File: src/rtl/mips_pkg.sv
// Shared MIPS definitions for the IF/ID stage: opcodes, instruction field
// positions and the entry type held by the pipeline register.
package mips_pkg;

  localparam logic [5:0] OP_ANDI = 6'h0C;
  localparam logic [5:0] OP_ORI  = 6'h0D;
  localparam logic [5:0] OP_XORI = 6'h0E;
  localparam logic [5:0] OP_LUI  = 6'h0F;

  localparam int OP_HI    = 31;
  localparam int OP_LO    = 26;
  localparam int RS_HI    = 25;
  localparam int RS_LO    = 21;
  localparam int RT_HI    = 20;
  localparam int RT_LO    = 16;
  localparam int RD_HI    = 15;
  localparam int RD_LO    = 11;
  localparam int SHAMT_HI = 10;
  localparam int SHAMT_LO = 6;
  localparam int FUNCT_HI = 5;
  localparam int FUNCT_LO = 0;
  localparam int IMM_HI   = 15;
  localparam int IMM_LO   = 0;

  // Widest PC the held entry can carry; narrower PCs are zero-extended into it.
  localparam int PC_MAX_W = 32;

  typedef struct packed {
    logic [31:0]         instr;
    logic [PC_MAX_W-1:0] pc;
  } ifid_entry_t;

  // Logical immediates and LUI take a zero-extended immediate.
  function automatic logic is_zext_op(input logic [5:0] op);
    return (op == OP_ANDI) || (op == OP_ORI) || (op == OP_XORI) || (op == OP_LUI);
  endfunction

endpackage

File: src/rtl/if_id_stage_if.sv
// Handshake and decode-field bundle between fetch, the IF/ID stage and decode.
interface if_id_stage_if #(
  parameter int PC_W = 32
);

  logic            in_valid;
  logic            in_ready;
  logic [31:0]     in_instr;
  logic [PC_W-1:0] in_pc;
  logic            flush;
  logic            out_valid;
  logic            out_ready;
  logic [31:0]     out_instr;
  logic [PC_W-1:0] out_pc;
  logic [PC_W-1:0] out_pc_plus4;
  logic [5:0]      out_op;
  logic [5:0]      out_funct;
  logic [4:0]      out_rs;
  logic [4:0]      out_rt;
  logic [4:0]      out_rd;
  logic [4:0]      out_shamt;
  logic [15:0]     out_imm;
  logic            out_imm_zext;

  modport master (
    output in_valid, in_instr, in_pc, flush, out_ready,
    input  in_ready, out_valid, out_instr, out_pc, out_pc_plus4,
           out_op, out_funct, out_rs, out_rt, out_rd, out_shamt,
           out_imm, out_imm_zext
  );

  modport slave (
    input  in_valid, in_instr, in_pc, flush, out_ready,
    output in_ready, out_valid, out_instr, out_pc, out_pc_plus4,
           out_op, out_funct, out_rs, out_rt, out_rd, out_shamt,
           out_imm, out_imm_zext
  );

endinterface

File: src/rtl/ifid_field_decode.sv
// Purely combinational split of a MIPS instruction word into its fields,
// plus the zero/sign extension mode for the immediate extender.
module ifid_field_decode
  import mips_pkg::*;
(
  input  logic [31:0] instr,
  output logic [5:0]  op,
  output logic [5:0]  funct,
  output logic [4:0]  rs,
  output logic [4:0]  rt,
  output logic [4:0]  rd,
  output logic [4:0]  shamt,
  output logic [15:0] imm,
  output logic        imm_zext
);

  assign op       = instr[OP_HI:OP_LO];
  assign rs       = instr[RS_HI:RS_LO];
  assign rt       = instr[RT_HI:RT_LO];
  assign rd       = instr[RD_HI:RD_LO];
  assign shamt    = instr[SHAMT_HI:SHAMT_LO];
  assign funct    = instr[FUNCT_HI:FUNCT_LO];
  assign imm      = instr[IMM_HI:IMM_LO];
  assign imm_zext = is_zext_op(op);

endmodule

File: src/rtl/if_id_stage.sv
// Registered IF/ID pipeline stage. Define IFID_SKID_EN for a two-entry
// (main + skid) build whose in_ready is registered; default is single-entry.
module if_id_stage
  import mips_pkg::*;
#(
  parameter int PC_W = 32
) (
  input logic            clk,
  input logic            rst,
  if_id_stage_if.slave   bus
);

  logic        main_valid;
  ifid_entry_t main_q;
  ifid_entry_t in_entry;
  logic        in_fire;
  logic        out_fire;

  assign in_entry.instr = bus.in_instr;
  assign in_entry.pc    = PC_MAX_W'(bus.in_pc);
  assign in_fire        = bus.in_valid && bus.in_ready;
  assign out_fire       = main_valid && bus.out_ready;

`ifdef IFID_SKID_EN
  logic        skid_valid;
  ifid_entry_t skid_q;

  assign bus.in_ready = !skid_valid;

  // Main refills from skid first to keep acceptance order; skid only
  // catches a beat that arrives while main is held.
  always_ff @(posedge clk or posedge rst) begin
    if (rst) begin
      main_valid <= 1'b0;
      skid_valid <= 1'b0;
      main_q     <= '0;
      skid_q     <= '0;
    end else if (bus.flush) begin
      main_valid <= 1'b0;
      skid_valid <= 1'b0;
    end else if (!main_valid || out_fire) begin
      if (skid_valid) begin
        main_q     <= skid_q;
        main_valid <= 1'b1;
        skid_valid <= 1'b0;
      end else begin
        main_valid <= in_fire;
        if (in_fire) main_q <= in_entry;
      end
    end else if (in_fire) begin
      skid_q     <= in_entry;
      skid_valid <= 1'b1;
    end
  end
`else
  assign bus.in_ready = !main_valid || out_fire;

  always_ff @(posedge clk or posedge rst) begin
    if (rst) begin
      main_valid <= 1'b0;
      main_q     <= '0;
    end else if (bus.flush) begin
      main_valid <= 1'b0;
    end else if (!main_valid || out_fire) begin
      main_valid <= in_fire;
      if (in_fire) main_q <= in_entry;
    end
  end
`endif

  assign bus.out_valid    = main_valid;
  assign bus.out_instr    = main_q.instr;
  assign bus.out_pc       = main_q.pc[PC_W-1:0];
  assign bus.out_pc_plus4 = bus.out_pc + PC_W'(4);

  ifid_field_decode u_decode (
    .instr    (main_q.instr),
    .op       (bus.out_op),
    .funct    (bus.out_funct),
    .rs       (bus.out_rs),
    .rt       (bus.out_rt),
    .rd       (bus.out_rd),
    .shamt    (bus.out_shamt),
    .imm      (bus.out_imm),
    .imm_zext (bus.out_imm_zext)
  );

endmodule

File: src/flat_wrapper.sv
// flat-port wrapper written by rule: the top's interface ports become plain ports
module if_id_stage_flat import mips_pkg::*;
#(
  parameter int PC_W = 32
)
  (clk, rst, bus_in_valid, bus_in_instr, bus_in_pc, bus_flush, bus_out_ready, bus_in_ready, bus_out_valid, bus_out_instr, bus_out_pc, bus_out_pc_plus4, bus_out_op, bus_out_funct, bus_out_rs, bus_out_rt, bus_out_rd, bus_out_shamt, bus_out_imm, bus_out_imm_zext);
  if_id_stage_if #(.PC_W(PC_W)) bus_i ();
  input logic clk;
  input logic rst;
  input wire logic [$bits(bus_i.in_valid)-1:0] bus_in_valid;
  input wire logic [$bits(bus_i.in_instr)-1:0] bus_in_instr;
  input wire logic [$bits(bus_i.in_pc)-1:0] bus_in_pc;
  input wire logic [$bits(bus_i.flush)-1:0] bus_flush;
  input wire logic [$bits(bus_i.out_ready)-1:0] bus_out_ready;
  output wire logic [$bits(bus_i.in_ready)-1:0] bus_in_ready;
  output wire logic [$bits(bus_i.out_valid)-1:0] bus_out_valid;
  output wire logic [$bits(bus_i.out_instr)-1:0] bus_out_instr;
  output wire logic [$bits(bus_i.out_pc)-1:0] bus_out_pc;
  output wire logic [$bits(bus_i.out_pc_plus4)-1:0] bus_out_pc_plus4;
  output wire logic [$bits(bus_i.out_op)-1:0] bus_out_op;
  output wire logic [$bits(bus_i.out_funct)-1:0] bus_out_funct;
  output wire logic [$bits(bus_i.out_rs)-1:0] bus_out_rs;
  output wire logic [$bits(bus_i.out_rt)-1:0] bus_out_rt;
  output wire logic [$bits(bus_i.out_rd)-1:0] bus_out_rd;
  output wire logic [$bits(bus_i.out_shamt)-1:0] bus_out_shamt;
  output wire logic [$bits(bus_i.out_imm)-1:0] bus_out_imm;
  output wire logic [$bits(bus_i.out_imm_zext)-1:0] bus_out_imm_zext;
  assign bus_i.in_valid = bus_in_valid;
  assign bus_i.in_instr = bus_in_instr;
  assign bus_i.in_pc = bus_in_pc;
  assign bus_i.flush = bus_flush;
  assign bus_i.out_ready = bus_out_ready;
  assign bus_in_ready = bus_i.in_ready;
  assign bus_out_valid = bus_i.out_valid;
  assign bus_out_instr = bus_i.out_instr;
  assign bus_out_pc = bus_i.out_pc;
  assign bus_out_pc_plus4 = bus_i.out_pc_plus4;
  assign bus_out_op = bus_i.out_op;
  assign bus_out_funct = bus_i.out_funct;
  assign bus_out_rs = bus_i.out_rs;
  assign bus_out_rt = bus_i.out_rt;
  assign bus_out_rd = bus_i.out_rd;
  assign bus_out_shamt = bus_i.out_shamt;
  assign bus_out_imm = bus_i.out_imm;
  assign bus_out_imm_zext = bus_i.out_imm_zext;
  if_id_stage #(.PC_W(PC_W)) u_core (.clk(clk), .rst(rst), .bus(bus_i));
endmodule
File: config.mk
export PLATFORM = sky130hd
export DESIGN_NAME = if_id_stage_flat
export DESIGN_NICKNAME = d
export VERILOG_FILES = /design/src/rtl/mips_pkg.sv /design/src/rtl/if_id_stage_if.sv /design/src/rtl/ifid_field_decode.sv /design/src/rtl/if_id_stage.sv /design/src/flat_wrapper.sv
export SDC_FILE = /design/constraint.sdc
export NUM_CORES = 1
export LEC_CHECK = 0
export BUFFER_PORTS_ARGS = -buffer_cell sky130_fd_sc_hd__buf_2
export CAP_MARGIN = 20
export CORE_MARGIN = 1.5
export CORE_UTILIZATION = 43
export CTS_CLUSTER_SIZE = 40
export DETAILED_ROUTE_END_ITERATION = 10
export HOLD_SLACK_MARGIN = 0.02
export MAX_ROUTING_LAYER = met4
export PLACE_DENSITY = 0.79
export SYNTH_ARGS = -nofsm -noshare
export SYNTH_HDL_FRONTEND = slang
export SYNTH_HIERARCHICAL = 1
export SYNTH_SLANG_ARGS = --single-unit
File: constraint.sdc
create_clock -name clk -period 3.4 [get_ports clk]
set_clock_uncertainty 0.05 [all_clocks]
set_input_delay 0.17 -clock clk [delete_from_list [all_inputs] [get_ports clk]]
set_output_delay 0.17 -clock clk [all_outputs]
set_load 0.02 [all_outputs]
==> results.sh <==
export IMPL_synth_distinct_cells=25
export IMPL_drv_cap=0
export IMPL_avgSynthCellArea_sq_um=12.3
export IMPL_rsz0062_at_grt="no"
export IMPL_drcViolationCount=0
export IMPL_io_buffer_count=215
export IMPL_htree_levels=3
export IMPL_die_x_um=91.4
export IMPL_yosys_area_top_type="dfrtp_1"
export IMPL_crit_required_ns=3.18
export IMPL_tns_ns=0
export IMPL_cts_resized=0
export IMPL_cts_made_buffers=9
export IMPL_clk_pin_slew_ns=0.07
export IMPL_grt_antenna_before_repair=0
export IMPL_grt_pass1_wl_um=14100
export IMPL_num_vias=2894
export IMPL_core_sq_um=7650
export IMPL_grt_pass1_vias=2871
export IMPL_yosys_top_cells_count="dfrtp_1 (65), mux2_2 (62), buf_4 (53)"
export IMPL_synth_area_sq_um=3360
export IMPL_status="completed"
export IMPL_ios=216
export IMPL_yosysMostFrequentCell="dfrtp_1"
export IMPL_drive_gt1_frac=0.590
export IMPL_track_usage=0.224
export IMPL_wl_um=9150
export IMPL_start_util=0.440
export IMPL_worst_pin_slew_ns=0.668
export IMPL_met2_usage=0.391
export IMPL_row_count=32
export IMPL_die_area_sq_um=8360
export IMPL_crit_arrival_ns=2.16
export IMPL_crit_path_end_kind="output pin"
export IMPL_cts_tree="built"
export IMPL_slew_headroom=0.554
export IMPL_ys_flop_type="dfrtp_1"
export IMPL_die_height_um=91.4
export IMPL_power_density_nw_per_um2=540
export IMPL_routed_via_density=4.71
export IMPL_ys_async_sr_fraction=1.00
export IMPL_hpwlAfterDp_um=5930
export IMPL_crit_type="reg -> out"
export IMPL_synth_edf_count=0
export IMPL_drt_pre_antenna_iters=4
export IMPL_clock_path_buffers=2
export IMPL_fmax_mhz=420
export IMPL_vdd_ir_drop_max_v=0.000282
export IMPL_nets=578
export IMPL_hold_viol_final=0
export IMPL_finalSetupViolCount=0
export IMPL_cts_sinks=65
export IMPL_ys_ff_latch=65
export IMPL_grt_max_degree=42
export IMPL_ant_nets=0
export IMPL_gp_congestion=0.809
export IMPL_num_antenna_cells=0
export IMPL_overflow=0
export IMPL_path_max_fanout=6
export IMPL_p_leak_nw=2.43
export IMPL_final_core_util=0.648
export IMPL_synthesis_nets=344
export IMPL_slowest_stage="nor3_2"
export IMPL_crit_path_cell_trace="ha_1, nand3_1, nor3_2, nand4_1, xnor2_1, buf_2"
export IMPL_grtUsageMet1=0.243
export IMPL_p_total_mw=2.68
export IMPL_cp_start_kind="flip-flop"
export IMPL_root_buffer="clkbuf_8"
export IMPL_cpLargestDelayFamily="simple AND/OR/NAND/NOR gates"
export IMPL_synth_top_area_share=0.484
export IMPL_synthCells=274
export IMPL_yosysWarnings=6
export IMPL_slowest_delay_ns=0.45
export IMPL_finalCriticalPeriod_ns=2.38
export IMPL_yosysSeqAreaShare=0.484
export IMPL_period_share=0.701
export IMPL_use_met3=0.0377
export IMPL_top_usage_layer="met2"
export IMPL_drtIter0Drc=106
export IMPL_area_growth_pct=47.5
export IMPL_avgRoutedWirePerCell_um=14.9
export IMPL_yosys_top_cells_area="dfrtp_1 (48%), mux2_2 (21%), buf_4 (12%)"
export IMPL_insertion_delay_ns=0.33
export IMPL_slew_viol_final=0
export IMPL_hold_class="in -> reg"
export IMPL_crit_buf_inv=1
state kept, by name (all words and copies together), names as in the netlist:
| signal | flops |
|---|---|
| u_core/bus.out_instr | 32 |
| u_core/bus.out_valid | 1 |
| u_core/bus.out_pc | 32 |
area by class of cell:
| type | instances | area, sq um |
|---|---|---|
| Clock buffer | 11 | 141 |
| Inverter | 5 | 18.8 |
| Clock inverter | 4 | 20.0 |
| Multi-Input combinational cell | 147 | 1310 |
| Timing Repair Buffer | 280 | 1720 |
| Tap cell | 102 | 128 |
| Sequential cell | 65 | 1630 |
| Fill cell | 615 | 2690 |
worst register-to-register path, cell delays in order (launching register included):
cell and delay (ns):
dfrtp_1 0.40, nor2b_1 0.18, nor3b_4 0.20, buf_4 0.47
mux2_2 0.43
stage by stage:
stage	std cells	area (sq um)	hold WS, ns	setup slack, ns
after floorplan	274	3360	0.186	1.48
after global placement	537	4180	0.247	1.45
after detailed placement	537	4180	0.258	1.39
after CTS	614	4960	0.0206	1.01
after global routing	614	4960	0.0207	0.785
final	614	4960	0.0382	1.02
path summary, 6_finish.rpt:
kind / slack, ns / start / endpoint / cells past startpoint
worst min-delay path: 0.04 / bus_in_instr[17] / u_core/bus.out_instr[17] / 2
worst max-delay path: 1.02 / u_core/bus.out_pc[3] / bus_out_pc_plus4[24] / 6
max in group asynchronous: 1.93 / rst / u_core/bus.out_instr[10] / 4
worst max register to register: 1.55 / u_core/bus.out_valid / u_core/bus.out_pc[28] / 4
worst min register to register: 0.47 / u_core/bus.out_instr[16] / u_core/bus.out_instr[16] / 1
min in group asynchronous: 0.45 / rst / u_core/bus.out_instr[4] / 3
metal layers:
layer	vias to the layer above	share of wire
met5	-	0
met4	0	0.032
met3	24	0.051
met2	132	0.52
met1	1374	0.39
li1	1364	-
power breakdown:
group	internal, mW	leakage (nW)	total, mW	switching, mW
logic	0.429	1.58	1.06	0.635
clock network	0.275	0.0887	0.554	0.279
registers	0.904	0.766	1.06	0.155
total	1.61	2.43	2.68	1.07
kinds of logic after synthesis:
kind of cell,synth area share
compound gates,0.00298
xor+xnor,0.0729
mux,0.208
simple gates,0.0990
flops,0.484
fa+ha+maj,0.00372
buf+inv,0.130
layout by cell type (no fill, tap or decap):
master,instances
clkbuf_8,10
and3_1,4
nand4_4,1
and2_1,1
inv_1,4
dlygate4sd3_1,62
nand2_1,8
nor2_1,7
nor3_2,1
inv_2,1
o21ai_0,2
nor2b_1,1
buf_2,215
nor3_1,2
ha_1,1
nand4_1,11
nor3b_4,1
clkinv_2,4
dfrtp_1,65
buf_4,3
and4_1,1
xor2_1,7
nand3_1,12
and4bb_2,1
nor2_2,1
mux2_2,62
nor4_4,1
xnor2_1,21
clkbuf_1,1
and3_2,1
timing repair:
| action | 4_1_cts | 5_1_grt |
|---|---|---|
| hold endpoints to repair | 92 | 0 |
| setup buffers | 0 | 0 |
| hold buffers | 62 | 0 |
Note: power is estimated with default switching activity, not from simulation.
